## src/rtl/modulation_segment_8_serializer_pkg.sv

```systemverilog
// Shared types and constants for the segment serializer.
// The optional trailing checksum beat is enabled by defining MOD_CHECKSUM_EN.
package modulation_pkg;

  localparam int DATA_W  = 32;
  localparam int NUM_SEG = 10;
  localparam int IDX_W   = $clog2(NUM_SEG + 1);

`ifdef MOD_CHECKSUM_EN
  localparam int FRAME_LEN = NUM_SEG + 1;
`else
  localparam int FRAME_LEN = NUM_SEG;
`endif

  typedef enum logic [1:0] {
    ST_IDLE = 2'd0,
    ST_SEND = 2'd1,
    ST_DONE = 2'd2
  } state_e;

  typedef logic [DATA_W-1:0] word_t;
  typedef logic [NUM_SEG-1:0][DATA_W-1:0] seg_bus_t;

`ifdef MOD_CHECKSUM_EN
  function automatic word_t xor_fold(input seg_bus_t segs);
    word_t acc;
    acc = '0;
    for (int i = 0; i < NUM_SEG; i++) begin
      acc = acc ^ segs[i];
    end
    return acc;
  endfunction
`endif

endpackage

```

## src/rtl/modulation_segment_8_serializer_frame_buffer.sv

```systemverilog
// Ten-word hold buffer with an index-selected read port.
// With MOD_CHECKSUM_EN defined, index NUM_SEG reads the captured XOR checksum.
module modulation_frame_buffer
  import modulation_pkg::*;
(
  input  logic              clk,
  input  logic              rst_n,
  input  logic              capture_i,
  input  seg_bus_t          seg_i,
  input  logic [IDX_W-1:0]  idx_i,
  output logic [DATA_W-1:0] rdata_o
);

  seg_bus_t hold_q;

  // Frame payload is snapshotted only on the capture cycle.
  always_ff @(posedge clk or negedge rst_n) begin
    if (!rst_n) begin
      hold_q <= '0;
    end else if (capture_i) begin
      hold_q <= seg_i;
    end
  end

`ifdef MOD_CHECKSUM_EN
  word_t csum_q;

  // Checksum is folded from the same inputs that load the hold buffer.
  always_ff @(posedge clk or negedge rst_n) begin
    if (!rst_n) begin
      csum_q <= '0;
    end else if (capture_i) begin
      csum_q <= xor_fold(seg_i);
    end
  end

  // Read mux: payload words first, then the checksum beat.
  always_comb begin
    rdata_o = '0;
    if (idx_i < IDX_W'(NUM_SEG)) begin
      rdata_o = hold_q[idx_i];
    end else begin
      rdata_o = csum_q;
    end
  end
`else
  // Read mux over the payload words only.
  always_comb begin
    rdata_o = '0;
    if (idx_i < IDX_W'(NUM_SEG)) begin
      rdata_o = hold_q[idx_i];
    end else begin
      rdata_o = '0;
    end
  end
`endif

endmodule

```

## src/rtl/modulation_segment_8_serializer.sv

```systemverilog
// Frame serializer: captures ten segment words on start and streams them over valid/ready.
// Define MOD_CHECKSUM_EN to append an XOR checksum beat to every frame.
module modulation_segment_8_serializer
  import modulation_pkg::*;
(
  input  logic              clk,
  input  logic              reset,
  input  logic              start,
  input  logic [DATA_W-1:0] segment_0,
  input  logic [DATA_W-1:0] segment_1,
  input  logic [DATA_W-1:0] segment_2,
  input  logic [DATA_W-1:0] segment_3,
  input  logic [DATA_W-1:0] segment_4,
  input  logic [DATA_W-1:0] segment_5,
  input  logic [DATA_W-1:0] segment_6,
  input  logic [DATA_W-1:0] segment_7,
  input  logic [DATA_W-1:0] segment_8,
  input  logic [DATA_W-1:0] segment_9,
  output logic [DATA_W-1:0] output_bit,
  output logic              out_valid,
  input  logic              out_ready,
  output logic              valid,
  output logic              busy
);

  state_e             state_q, state_d;
  logic [IDX_W-1:0]   index_q, index_d;
  logic               capture_s;
  logic               beat_fire_s;
  logic               last_beat_s;
  logic [DATA_W-1:0]  rdata_s;
  seg_bus_t           segs_s;

  assign segs_s = {segment_9, segment_8, segment_7, segment_6, segment_5,
                   segment_4, segment_3, segment_2, segment_1, segment_0};

  assign capture_s   = (state_q == ST_IDLE) && start;
  assign beat_fire_s = (state_q == ST_SEND) && out_ready;
  assign last_beat_s = beat_fire_s && (index_q == IDX_W'(FRAME_LEN - 1));

  modulation_frame_buffer u_buf (
    .clk       (clk),
    .rst_n     (reset),
    .capture_i (capture_s),
    .seg_i     (segs_s),
    .idx_i     (index_q),
    .rdata_o   (rdata_s)
  );

  // State and beat index registers.
  always_ff @(posedge clk or negedge reset) begin
    if (!reset) begin
      state_q <= ST_IDLE;
      index_q <= '0;
    end else begin
      state_q <= state_d;
      index_q <= index_d;
    end
  end

  // Next state: start is only looked at in IDLE and DONE, so a drop during SEND is ignored.
  always_comb begin
    state_d = state_q;
    case (state_q)
      ST_IDLE: begin
        if (start) state_d = ST_SEND;
        else       state_d = ST_IDLE;
      end
      ST_SEND: begin
        if (last_beat_s) state_d = ST_DONE;
        else             state_d = ST_SEND;
      end
      ST_DONE: begin
        if (!start) state_d = ST_IDLE;
        else        state_d = ST_DONE;
      end
      default: state_d = ST_IDLE;
    endcase
  end

  // Beat index advances only on accepted beats and is parked at zero between frames.
  always_comb begin
    index_d = index_q;
    if (capture_s || last_beat_s) begin
      index_d = '0;
    end else if (beat_fire_s) begin
      index_d = index_q + IDX_W'(1);
    end else begin
      index_d = index_q;
    end
  end

  // Moore outputs decoded from the state register.
  always_comb begin
    out_valid  = 1'b0;
    busy       = 1'b0;
    valid      = 1'b0;
    output_bit = '0;
    case (state_q)
      ST_SEND: begin
        out_valid  = 1'b1;
        busy       = 1'b1;
        output_bit = rdata_s;
      end
      ST_DONE: valid = 1'b1;
      default: begin
        out_valid  = 1'b0;
        output_bit = '0;
      end
    endcase
  end

endmodule

```

## config.mk

```make
export PLATFORM = sky130hd
export DESIGN_NAME = modulation_segment_8_serializer
export DESIGN_NICKNAME = d
export VERILOG_FILES = /design/src/rtl/modulation_segment_8_serializer_pkg.sv /design/src/rtl/modulation_segment_8_serializer_frame_buffer.sv /design/src/rtl/modulation_segment_8_serializer.sv
export SDC_FILE = /design/constraint.sdc
export NUM_CORES = 1
export LEC_CHECK = 0
export ABC_AREA = 1
export BUFFER_PORTS_ARGS = -buffer_cell sky130_fd_sc_hd__buf_2
export CAP_MARGIN = 0
export CORE_MARGIN = 2
export CORE_UTILIZATION = 50
export CTS_CLUSTER_DIAMETER = 80
export DETAILED_ROUTE_END_ITERATION = 6
export GPL_TIMING_DRIVEN = 0
export MAX_ROUTING_LAYER = met4
export PLACE_DENSITY = 0.84
export SYNTH_ARGS = -nofsm -noshare
export SYNTH_HDL_FRONTEND = slang
export SYNTH_HIERARCHICAL = 1
export SYNTH_SLANG_ARGS = --single-unit
```

## constraint.sdc

```tcl
create_clock -name clk -period 1.6 [get_ports clk]
set_input_delay 0.08 -clock clk [delete_from_list [all_inputs] [get_ports clk]]
set_output_delay 0.08 -clock clk [all_outputs]
set_load 0.03 [all_outputs]
```

==> out/results.tsv, run 1 <==
stage	metric	value	unit
floorplanning	io_pins	359	
yosys	postSynthCellCount	2017	
timing	endpoint_type	output port	
clocking	htree_num_levels	2	
global_route	grt-ovfl-total	11	
clocking	numCtsBuffers	36	
outcome	lastStage	5_1_grt	
yosys	synth.top_cell.area_share	0.508	
global_route	grt_max_degree	117	
yosys	synthesis.nets	2343	
floorplanning	die-height	183	um
outcome	toolErrorMsg	[ERROR GRT-0232] Routing congestion too high. Check the congestion heatmap in the GUI.	
placement	dp_hpwl	43.2	mm
floorplanning	std_cell_rows	65	
yosys	synth-seq-cells	326	
global_route	track_usage	0.738	
yosys	synth.area.top_cells	dfrtp_1, nand2_1, o21ai_0, inv_1, nand3_1	
placement	io_buffers	358	
placement	gp_congestion	0.959	
yosys	syn_area_per_cell	7.97	um2
yosys	synth_flop_cell	dfrtp_1	
yosys	yosysSeqAreaShare	0.508	
timing	postGrtWorstEndpoint	output_bit[11]	
floorplanning	initial_core_util	0.508	
yosys	synth_top_area_cell	dfrtp_1	
placement	place_ws	-0.773	ns
yosys	ys_warn_count	6	
clocking	cts-root-buf	clkbuf_16	
yosys	synthArstFlopShare	1.00	
clocking	clk_path_buf_depth	3	
yosys	yosysMostFrequentCell	nand2_1	
yosys	netlist_area	16100	um2
yosys	synth_cell_types	25	
placement	placed_area	18700	um2
floorplanning	chipWidth	183	um
outcome	status	stopped before the end	
yosys	synth-edff-count	0	
yosys	yosys-top-cells-count	nand2_1, dfrtp_1, inv_1, o21ai_0, nand3_1	
clocking	cts.sink_count	326	
==> cells by family after synthesis <==
family / count (synthesis) / share of synthesized area
simple gates: 881 / 0.226
buf+inv: 438 / 0.127
flops: 326 / 0.508
compound gates: 314 / 0.0986
mux: 56 / 0.0393
fa+ha+maj: 2 / 0.00156
==> per-stage QoR <==
| stage | hold WS (ns) | TNS (ns) | instances |
|---|---|---|---|
| after floorplan | -0.216 | -1.41 | 2017 |
| after global placement | 0.291 | -1942.06 | 2777 |
| after detailed placement | 0.227 | -128.04 | 2779 |
| after CTS | 0.285 | -64.30 | 3229 |
==> per-layer routing <==
layer	track usage	overflow
met1	0.708	0
met5	-	-
met2	0.890	2
met4	0.712	9
met3	0.602	0
==> timing repair <==
| action | in CTS |
|---|---|
| setup buffers | 31 |
| hold buffers | 323 |
| pin swaps | 34 |
| cloned | 36 |
| endpoints found under the hold margin | 439 |
| setup endpoints to repair | 352 |
| resized for setup | 726 |
==> run 2: changes to the inputs <==
--- a/config.mk
+++ b/config.mk
@@ -9,12 +9,10 @@
 export BUFFER_PORTS_ARGS = -buffer_cell sky130_fd_sc_hd__buf_2
 export CAP_MARGIN = 0
 export CORE_MARGIN = 2
-export CORE_UTILIZATION = 50
-export CTS_CLUSTER_DIAMETER = 80
+export CORE_UTILIZATION = 40
 export DETAILED_ROUTE_END_ITERATION = 6
 export GPL_TIMING_DRIVEN = 0
-export MAX_ROUTING_LAYER = met4
-export PLACE_DENSITY = 0.84
+export PLACE_DENSITY_LB_ADDON = 0.15
 export SYNTH_ARGS = -nofsm -noshare
 export SYNTH_HDL_FRONTEND = slang
 export SYNTH_HIERARCHICAL = 1
==> constraint.sdc (replaced) <==
create_clock -name clk -period 2.08 [get_ports clk]
set_input_delay 0.104 -clock clk [delete_from_list [all_inputs] [get_ports clk]]
set_output_delay 0.104 -clock clk [all_outputs]
set_load 0.03 [all_outputs]
==> out/results.tsv, run 2 <==
stage	metric	value	unit	change
floorplanning	initial_core_util	0.404		was 0.508
global_route	grt_pass1_wl	98.0	mm	
cells_and_area	final-instance-count-excl-fill	3296		
placement	io_buffers	358		unchanged
detailed_routing	antenna_left	0		
global_route	antenna_found_initial	1		
floorplanning	io_pins	359		unchanged
outcome	violations	setup timing		
critical_path	cp.required	1.98	ns	
power	p_int	20100	uW	
yosys	synthArstFlopShare	1.00		unchanged
floorplanning	chipWidth	204	um	was 183 um
floorplanning	core_area	39700	um2	
cells_and_area	final_common_cell	nand2_1		
floorplanning	die_area	41800	um2	
floorplanning	std_cell_rows	73		was 65
critical_path	worstPathCellList	buf_6 > clkinv_4 > clkbuf_8 > nand3_1 > nand3_1 > nand3_2 > nand2_1 > inv_1 > nor2_2 > buf_6		
power	p_leak	0.0120	uW	
yosys	synth_flop_cell	dfrtp_1		unchanged
global_route	first_global_vias	16900		
yosys	synth.area.top_cells	dfrtp_1, nand2_1, o21ai_0, inv_1, nand3_1		unchanged
clocking	numCtsBuffers	37		was 36
timing	slew_violations	0		
detailed_routing	via_per_inst	5.04		
cells_and_area	drive_gt1_frac	0.265		
cells_and_area	largest_reg_flops	320		
timing	rsz0062_at_grt	yes		
global_route	grt-ovfl-total	0		
power	sequentialPowerShare	0.286		
yosys	postSynthCellCount	2017		unchanged
yosys	yosysMostFrequentCell	nand2_1		unchanged
clocking	cts-root-buf	clkbuf_16		unchanged
detailed_routing	dr.pass1.iters	6		
power	pwr-share-clk	0.173		
yosys	synth.top_cell.area_share	0.508		unchanged
critical_path	crit_family	buffers and inverters		
yosys	synth-edff-count	0		unchanged
yosys	synth_cell_types	25		unchanged
critical_path	endpoint_kind	output pin		
cells_and_area	largest_registers	u_buf/hold_q x320, index_q x4, state_q x2		
critical_path	critPathBufInv	5		
timing	fmax	404	MHz	
clocking	cts.sink_count	326		unchanged
yosys	yosys-top-cells-count	nand2_1, dfrtp_1, inv_1, o21ai_0, nand3_1		unchanged
timing	slew_headroom	0.636		
yosys	synth-seq-cells	326		unchanged
critical_path	arrival	2.37	ns	
yosys	synth_top_area_cell	dfrtp_1		unchanged
cells_and_area	areaGrowthSynthToFinish	51.6	%	
floorplanning	die-height	204	um	was 183 um
outcome	status	complete, but fails checks		was stopped before the end
clocking	htree_num_levels	2		unchanged
power	swShare	0.449		
detailed_routing	avgRoutedWirePerCell	20.0	um	
critical_path	cp_slowest_stage_delay	0.44	ns	
clocking	clk_pin_slew	0.06	ns	
detailed_routing	post-route-drc-count	0		
run	drv_cap	0		
timing	worstMarginPinSlew	0.546	ns	
critical_path	crit_fanout	10		
detailed_routing	drt_wl_total	66.0	mm	
timing	final-hold-violation-count	0		
power	powerDensity	1500	nW/um2	
global_route	grt_max_degree	100		
placement	gp_congestion	0.933		was 0.959
timing	finalCritPeriodShare	1.19		
timing	skew	0.0169	ns	
power	ir_drop	1610	uV	
power	switching_power	16400	uW	
critical_path	crit_type	flip-flop to output pin		
timing	min_period	2.47	ns	
yosys	ys_warn_count	6		unchanged
clocking	clkLatencyLatePin	0.54	ns	
min_path	hp-class	primary input to async pin		
yosys	yosysSeqAreaShare	0.508		unchanged
cells_and_area	num-nets-final	3073		
detailed_routing	drtIter0Drc	1340		
cells_and_area	fin_area	24400	um2	
critical_path	setup.worst_path.start_class	flip-flop		
yosys	syn_area_per_cell	7.97	um2	unchanged
timing	setup_viol	32		
yosys	netlist_area	16100	um2	unchanged
placement	dp_hpwl	45.8	mm	was 43.2 mm
global_route	track_usage	0.313		
placement	dp_cells	2903		was 2779
clocking	clk_path_buf_depth	3		unchanged
cells_and_area	final_cell_mix	nand2_1, buf_2, dlygate4sd3_1		
timing	setup_ws	-0.393	ns	
cells_and_area	top_register	u_buf/hold_q		
detailed_routing	vias	16600		
yosys	synthesis.nets	2343		unchanged
timing	fin_setup_tns	-10.08	ns	
power	combPwrFrac	0.541		
clocking	cts_tree	built		
critical_path	crit_slowest_cell	dfrtp_2		
placement	placed_area	18600	um2	was 18700 um2
[run 2: cell counts after synthesis]
No cell type changed its count.
[run 2: cell families after synthesis]
family | share of synthesized area
simple gates | 0.226
buf+inv | 0.127
flops | 0.508
compound gates | 0.0986
mux | 0.0393
fa+ha+maj | 0.00156
[run 2: path summary, 6_finish.rpt]
check | slack (ns) | to | depth (start not counted) | from
worst min register to register | 0.50 | u_buf/hold_q[5]$_DFFE_PN0P_ | 1 | u_buf/hold_q[5]$_DFFE_PN0P_
worst min-delay path | 0.10 | u_buf/hold_q[145]$_DFFE_PN0P_ | 2 | reset
max in group asynchronous | 0.70 | u_buf/hold_q[273]$_DFFE_PN0P_ | 4 | reset
worst max-delay path | -0.39 | output_bit[30] | 10 | index_q[1]$_DFFE_PN0P_
worst max register to register | 0.10 | u_buf/hold_q[302]$_DFFE_PN0P_ | 8 | state_q[0]$_DFF_PN0_
min in group clk | 0.31 | u_buf/hold_q[10]$_DFFE_PN0P_ | 4 | segment_0[10]
[run 2: final cells by class]
class | count | area (um2)
fill | 3514 | 15400
sequential | 326 | 8160
multi-input combinational | 1253 | 6710
timing repair buffer | 691 | 5320
buffer | 130 | 1180
inverter | 308 | 1170
clock buffer | 55 | 1070
tap | 525 | 657
clock inverter | 7 | 67.6
antenna | 1 | 2.50
[run 2: routing by layer]
layer	part of all wire	track usage
met1	0.43	0.423
met2	0.46	0.498
met3	0.071	0.0536
met4	0.043	0.130
met5	0	0
[run 2: metrics by stage]
step	hold WS, ns	utilization	setup WS, ns	total power (uW)
CTS	0.0842	0.601	-0.385	35400
finish	0.104	0.613	-0.393	36500
global placement	0.315	0.466	-5.57	26200
global route	0.116	0.613	-0.450	38800
detailed placement	0.0483	0.468	-0.472	26500
floorplan	-0.192	-	0.291	20400
[run 2: power by group through the flow]
| stage | sequential (uW) | combinational (uW) | clock, uW |
|---|---|---|---|
| 2_1_floorplan | 10200 | 10300 | 0 |
| 4_1_cts | 10400 | 18600 | 6440 |
| 3_3_place_gp | 10400 | 15700 | 0 |
| 3_5_place_dp | 10500 | 15900 | 0 |
| 6_report | 10400 | 19800 | 6330 |
| 5_1_grt | 10700 | 21400 | 6690 |
[run 2: timing repair]
action                     CTS  global route
resized for setup          217           116
buffers inserted             3             2
hold endpoints to repair   569             0
hold buffers               324             0
setup endpoints to repair  290           350
pin swaps                   26            17
cloned                       0             1
Power figures use the tool's default switching activity.
==> run 3: changes to the inputs <==
--- a/config.mk
+++ b/config.mk
@@ -5,7 +5,6 @@
 export SDC_FILE = /design/constraint.sdc
 export NUM_CORES = 1
 export LEC_CHECK = 0
-export ABC_AREA = 1
 export BUFFER_PORTS_ARGS = -buffer_cell sky130_fd_sc_hd__buf_2
 export CAP_MARGIN = 0
 export CORE_MARGIN = 2
==> out/results.tsv, run 3 <==
stage	metric	value	unit	change
floorplanning	io_pins	359		unchanged
cells_and_area	top_register	u_buf/hold_q		unchanged
critical_path	r2r_slack	0.03	ns	was 0.10 ns
yosys	synth-seq-cells	326		unchanged
detailed_routing	dr.pass1.iters	5		was 6
clocking	clk_pin_slew	0.06	ns	about the same
power	p_leak	0.0106	uW	was 0.0120 uW
yosys	yosysMostFrequentCell	mux2_2		was nand2_1
yosys	synth_compound_area_frac	0.0408		was 0.0986
floorplanning	die-height	198	um	was 204 um
placement	place_ws	-0.642	ns	was -0.472 ns
yosys	synth-simple-area-share	0.0282		was 0.226
outcome	status	complete, but fails checks		unchanged
detailed_routing	avgRoutedWirePerCell	22.7	um	was 20.0 um
timing	fmax	399	MHz	was 404 MHz
yosys	synth_flop_cell	dfrtp_1		unchanged
yosys	synth_adder_area_share	0.00166		was 0.00156
yosys	synth_cell_types	36		was 25
floorplanning	initial_core_util	0.403		was 0.404
cells_and_area	largest_registers	u_buf/hold_q x320, index_q x4, state_q x2		unchanged
critical_path	reg2reg_from	state_q[0]$_DFF_PN0_		unchanged
cells_and_area	multi_input_area	7360	um2	was 6710 um2
cells_and_area	final_common_cell	mux2_2		was nand2_1
clocking	clkLatencyLatePin	0.53	ns	was 0.54 ns
critical_path	crit_type	flip-flop to output pin		unchanged
timing	setup_viol	32		unchanged
yosys	synth-edff-count	0		unchanged
cells_and_area	largest_reg_flops	320		unchanged
clocking	cts.sink_count	326		unchanged
global_route	grt_pass1_wl	78.1	mm	was 98.0 mm
cells_and_area	final-seq-area	8160	um2	unchanged
floorplanning	core_area	37400	um2	was 39700 um2
detailed_routing	post-route-drc-count	0		unchanged
cells_and_area	final_cell_mix	mux2_2, buf_2, dlygate4sd3_1, dfrtp_1, mux2i_1		was nand2_1, buf_2, dlygate4sd3_1
yosys	postSynthCellCount	1045		was 2017
floorplanning	chipWidth	198	um	was 204 um
detailed_routing	drtIter0Drc	499		was 1340
detailed_routing	vias	11800		was 16600
yosys	netlist_area	15100	um2	was 16100 um2
yosys	synth.area.top_cells	dfrtp_1, mux2_2, mux2i_1, o22ai_1, buf_2		was dfrtp_1, nand2_1, o21ai_0, inv_1, nand3_1
yosys	yosys-top-cells-count	mux2_2, dfrtp_1, mux2i_1, o22ai_1, buf_2		was nand2_1, dfrtp_1, inv_1, o21ai_0, nand3_1
power	ir_drop	877	uV	was 1610 uV
global_route	antenna_found_initial	3		was 1
timing	min_period	2.51	ns	was 2.47 ns
global_route	first_global_vias	12900		was 16900
detailed_routing	drt_wl_total	53.2	mm	was 66.0 mm
timing	setup_ws	-0.429	ns	was -0.393 ns
critical_path	setup.worst_path.start_class	flip-flop		unchanged
timing	skew	0.0154	ns	was 0.0169 ns
timing	slew_headroom	0.418		was 0.636
yosys	synthesis.nets	1371		was 2343
timing	rsz0062_at_grt	yes		unchanged
critical_path	startpoint	index_q[0]$_DFFE_PN0P_		was index_q[1]$_DFFE_PN0P_
clocking	numCtsBuffers	38		was 37
detailed_routing	antenna_left	0		unchanged
outcome	violations	setup timing		unchanged
power	powerDensity	1600	nW/um2	was 1500 nW/um2
timing	worstMarginPinSlew	0.873	ns	was 0.546 ns
clocking	cts_tree	built		unchanged
critical_path	r2r-end	u_buf/hold_q[170]$_DFFE_PN0P_		was u_buf/hold_q[302]$_DFFE_PN0P_
floorplanning	die_area	39200	um2	was 41800 um2
clocking	cts-root-buf	clkbuf_16		unchanged
clocking	clk_path_buf_depth	3		unchanged
yosys	synth_top_area_cell	dfrtp_1		unchanged
min_path	hp-class	primary input to async pin		unchanged
critical_path	ff2ff_path_depth	5		was 8
timing	fin_setup_tns	-11.74	ns	was -10.08 ns
cells_and_area	num-nets-final	2125		was 3073
cells_and_area	drive_gt1_frac	0.559		was 0.265
placement	gp_congestion	0.817		was 0.933
critical_path	crit_fanout	7		was 10
yosys	synth_top_family_by_area	multiplexers		was simple AND/OR/NAND/NOR gates
yosys	synthMuxAreaShare	0.353		was 0.0393
global_route	track_usage	0.270		was 0.313
clocking	htree_num_levels	2		unchanged
yosys	yosysSeqAreaShare	0.542		was 0.508
global_route	grt-ovfl-total	0		unchanged
detailed_routing	via_per_inst	5.03		was 5.04
critical_path	arrival	2.41	ns	was 2.37 ns
critical_path	endpoint	output_bit[11]		was output_bit[30]
yosys	ys_warn_count	6		unchanged
run	drv_cap	0		unchanged
yosys	synthArstFlopShare	1.00		unchanged
timing	final-hold-violation-count	0		unchanged
yosys	synth.top_cell.area_share	0.542		was 0.508
timing	slew_violations	0		unchanged
floorplanning	std_cell_rows	71		was 73
yosys	syn_area_per_cell	14.4	um2	was 7.97 um2
yosys	synth-xor-area-share	0.00116		was 0
global_route	grt_max_degree	115		was 100
critical_path	cp.required	1.98	ns	about the same
cells_and_area	areaGrowthSynthToFinish	59.7	%	was 51.6%
cells_and_area	n_fill_cell	2811		was 3514
timing	finalCritPeriodShare	1.21		was 1.19
placement	io_buffers	358		unchanged
critical_path	endpoint_kind	output pin		unchanged
placement	dp_hpwl	35.9	mm	was 45.8 mm
[run 3: worst min-delay path by stage]
stage | start | end | slack [ns] | cells past startpoint
after floorplan | reset | index_q[0]$_DFFE_PN0P_ | -0.19 | 0
after global placement | segment_1[27] | u_buf/hold_q[59]$_DFFE_PN0P_ | 0.34 | 2
after detailed placement | reset | u_buf/hold_q[177]$_DFFE_PN0P_ | 0.25 | 1
after CTS | reset | u_buf/hold_q[177]$_DFFE_PN0P_ | 0.28 | 2
after global routing | reset | u_buf/hold_q[177]$_DFFE_PN0P_ | 0.33 | 2
final | reset | u_buf/hold_q[177]$_DFFE_PN0P_ | 0.24 | 2
[run 3: worst max-delay path, cell delays in order (launching register included)]
cell and delay [ns]:
dfrtp_2 0.44, buf_12 0.16, buf_12 0.14, buf_12 0.15
mux2i_4 0.21, o22ai_4 0.18, nor2_2 0.07, o22ai_2 0.19
and2_4 0.19, buf_6 0.12
[run 3: metrics by stage]
stage / power, uW / hold WS (ns) / util / instance area (um2) / instances
floorplan: 21000 / -0.192 / - / 15100 / 1045
global placement: 25300 / 0.336 / 0.468 / 17500 / 1914
detailed placement: 25600 / 0.253 / 0.469 / 17600 / 1916
CTS: 37300 / 0.282 / 0.631 / 23600 / 2330
global route: 40400 / 0.330 / 0.643 / 24100 / 2340
finish: 38500 / 0.238 / 0.643 / 24100 / 2341
[run 3: metal layers]
metal / GRT usage / vias to the layer above / wire (um)
met5: 0 / - / 0
met4: 0.0741 / 0 / 1160
met3: 0.0484 / 74 / 2450
met2: 0.462 / 317 / 26500
met1: 0.353 / 6032 / 23000
li1: - / 5363 / -
[run 3: final cells by class]
class | count | area share
flip-flops and latches | 326 | 0.339
multi-input cells | 640 | 0.306
repair buffers | 716 | 0.239
clock buffers | 58 | 0.0473
plain buffers | 74 | 0.0367
well taps | 511 | 0.0266
clock inverters | 10 | 0.00442
inverters | 3 | 0.000468
diodes | 3 | 0.000312
[run 3: repair_timing]
action	CTS	global route
pin swaps	26	30
gates cloned	4	3
hold buffers	323	0
buffers inserted	20	8
endpoints found under the setup margin	350	242
resized for setup	315	78
hold endpoints to repair	434	0
[run 3: cells by family (layout without fill, tap and decap cells)]
family	after synthesis	count (layout)
flops	326	326
buf+inv	79	861
compound gates	90	90
other cells	0	3
fa+ha+maj	2	2
mux	467	467
simple gates	79	79
xor+xnor	2	2
[run 3: report_power, final]
group	total, uW	switching, uW	internal, uW
clock network	6680	2660	4020
logic	20400	9420	10900
registers	11500	1910	9590
total	38500	14000	24500
==> run 4: changes to the inputs <==
--- a/config.mk
+++ b/config.mk
@@ -11,7 +11,6 @@
 export CORE_UTILIZATION = 40
 export DETAILED_ROUTE_END_ITERATION = 6
 export GPL_TIMING_DRIVEN = 0
-export PLACE_DENSITY_LB_ADDON = 0.15
 export SYNTH_ARGS = -nofsm -noshare
 export SYNTH_HDL_FRONTEND = slang
 export SYNTH_HIERARCHICAL = 1
==> out/results.tsv, run 4 (synthesis gave the netlist of run 3 again) <==
stage	metric	value	unit	change
timing	fmax	398	MHz	was 399 MHz
timing	setup_ws	-0.435	ns	was -0.429 ns
cells_and_area	drive_gt1_frac	0.541		was 0.559
placement	io_buffers	358		unchanged
timing	min_period	2.51	ns	about the same
run	drv_cap	0		unchanged
timing	skew	0.00657	ns	was 0.0154 ns
power	p_int	23600	uW	was 24500 uW
global_route	track_usage	0.270		about the same
global_route	grt_pass1_wl	78.1	mm	about the same
timing	whs	0.248	ns	was 0.238 ns
clocking	clk_path_buf_depth	3		unchanged
detailed_routing	antenna_left	0		unchanged
floorplanning	core_area	37400	um2	unchanged
critical_path	cp.required	1.98	ns	about the same
floorplanning	io_pins	359		unchanged
clocking	cts-root-buf	clkbuf_16		unchanged
cells_and_area	final-seq-area	8160	um2	unchanged
power	pwr-share-clk	0.185		was 0.173
cells_and_area	final_cell_mix	mux2_2, buf_2, dlygate4sd3_1, dfrtp_1, mux2i_1		unchanged
detailed_routing	avgRoutedWirePerCell	22.7	um	about the same
clocking	clkLatencyLatePin	0.55	ns	was 0.53 ns
cells_and_area	top_register	u_buf/hold_q		unchanged
power	swShare	0.363		about the same
cells_and_area	areaGrowthSynthToFinish	56.7	%	was 59.7%
timing	slew_headroom	0.421		was 0.418
timing	worstMarginPinSlew	0.868	ns	was 0.873 ns
clocking	cts_tree	built		unchanged
placement	place_ws	-0.667	ns	was -0.642 ns
critical_path	crit_type	flip-flop to output pin		unchanged
timing	rsz0062_at_grt	yes		unchanged
cells_and_area	multi_input_area	7070	um2	was 7360 um2
clocking	numCtsBuffers	39		was 38
timing	slew_violations	0		unchanged
timing	finalCritPeriodShare	1.21		about the same
placement	gp_congestion	0.822		was 0.817
detailed_routing	via_per_inst	5.05		was 5.03
cells_and_area	largest_reg_flops	320		unchanged
critical_path	endpoint_kind	output pin		unchanged
power	combPwrFrac	0.505		was 0.528
outcome	violations	setup timing		unchanged
floorplanning	initial_core_util	0.403		unchanged
global_route	grt-ovfl-total	0		unchanged
cells_and_area	largest_registers	u_buf/hold_q x320, index_q x4, state_q x2		unchanged
timing	setup_viol	32		unchanged
detailed_routing	post-route-drc-count	0		unchanged
cells_and_area	num-nets-final	2123		was 2125
clocking	cts.sink_count	326		unchanged
floorplanning	chipWidth	198	um	unchanged
floorplanning	die_area	39200	um2	unchanged
floorplanning	std_cell_rows	71		unchanged
global_route	first_global_vias	13000		was 12900
outcome	status	complete, but fails checks		unchanged
critical_path	arrival	2.41	ns	about the same
detailed_routing	vias	11800		about the same
power	switching_power	13400	uW	was 14000 uW
min_path	hp-class	primary input to async pin		unchanged
cells_and_area	final_common_cell	mux2_2		unchanged
clocking	clk_pin_slew	0.06	ns	about the same
power	p_leak	0.0105	uW	was 0.0106 uW
power	ir_drop	794	uV	was 877 uV
critical_path	setup.worst_path.start_class	flip-flop		unchanged
critical_path	crit_fanout	7		unchanged
placement	dp_hpwl	36.1	mm	was 35.9 mm
floorplanning	die-height	198	um	unchanged
clocking	htree_num_levels	2		unchanged
global_route	grt_max_degree	116		was 115
detailed_routing	drtIter0Drc	488		was 499
timing	final-hold-violation-count	0		unchanged
cells_and_area	n_fill_cell	2832		was 2811
detailed_routing	drt_wl_total	53.2	mm	about the same
power	powerDensity	1570	nW/um2	was 1600 nW/um2
detailed_routing	dr.pass1.iters	5		unchanged
global_route	antenna_found_initial	8		was 3
power	sequentialPowerShare	0.310		was 0.298
[run 4: cell types whose count changed in the layout (fill, tap and decap cells not counted), moves of 7 or more]
cell / previous run / this run
and2_1: 21 / 28
and2_4: 11 / 4
buf_12: 23 / 16
mux2i_1: 63 / 71
nor2_4: 8 / 1
o22ai_2: 20 / 31
o22ai_4: 29 / 14
[run 4: metal layers]
metal  vias up  wire (um)  global-route usage
li1       5370          -                   -
met1      5985      23100               0.348
met2       375      25500               0.449
met3       110       2770              0.0525
met4         2       1870               0.108
met5         -         11                   0
[run 4: final timing paths]
| path | depth (start not counted) | slack (ns) | to | startpoint |
|---|---|---|---|---|
| max reg2reg | 5 | 0.05 | u_buf/hold_q[258]$_DFFE_PN0P_ | state_q[0]$_DFF_PN0_ |
| max in group asynchronous | 3 | 0.72 | index_q[2]$_DFFE_PN0P_ | reset |
| max | 10 | -0.43 | output_bit[13] | index_q[0]$_DFFE_PN0P_ |
| min | 2 | 0.25 | u_buf/hold_q[147]$_DFFE_PN0P_ | reset |
| min in group clk | 3 | 0.32 | u_buf/hold_q[243]$_DFFE_PN0P_ | segment_7[19] |
| min reg2reg | 1 | 0.50 | u_buf/hold_q[160]$_DFFE_PN0P_ | u_buf/hold_q[160]$_DFFE_PN0P_ |
[run 4: cell type report]
class	count	area share
sequential	326	0.346
multi-input combinational	641	0.300
timing repair buffer	713	0.236
clock buffer	62	0.0510
buffer	73	0.0357
tap	511	0.0271
clock inverter	9	0.00371
antenna	7	0.000742
inverter	3	0.000477
[run 4: repair_timing]
item                       CTS  global route
buffers inserted            15            13
hold endpoints to repair   430             0
setup endpoints to repair  340           180
resized for setup          226            92
hold buffers               323             0
pin swaps                   23            23
gates cloned                 0             3
[run 4: critical path, cell delays in order, from the launching register on]
cell and delay (ns):
dfrtp_2 0.44, buf_12 0.16, buf_12 0.14, buf_12 0.15
buf_12 0.14, mux2i_1 0.13, o22ai_2 0.19, nor2_1 0.07
o22ai_1 0.14, and2_1 0.16, buf_6 0.14
[run 4: power groups by stage]
stage          Sequential, uW  Combinational (uW)  Clock [uW]
2_1_floorplan           10700               10200           0
3_3_place_gp            11200               14100           0
3_5_place_dp            11300               14300           0
4_1_cts                 11300               17400        6990
5_1_grt                 11800               19700        7250
6_report                11500               18700        6830
[run 4: through the flow]
stage          instances  utilization  power, uW  TNS [ns]  area, um2
2_1_floorplan       1045            -      21000         0      15100
3_3_place_gp        1914        0.468      25300  -1969.86      17500
3_5_place_dp        1916        0.469      25600   -156.77      17600
4_1_cts             2324        0.617      35700    -13.00      23100
5_1_grt             2344        0.631      38800    -15.12      23600
6_report            2345        0.631      37000    -12.12      23600
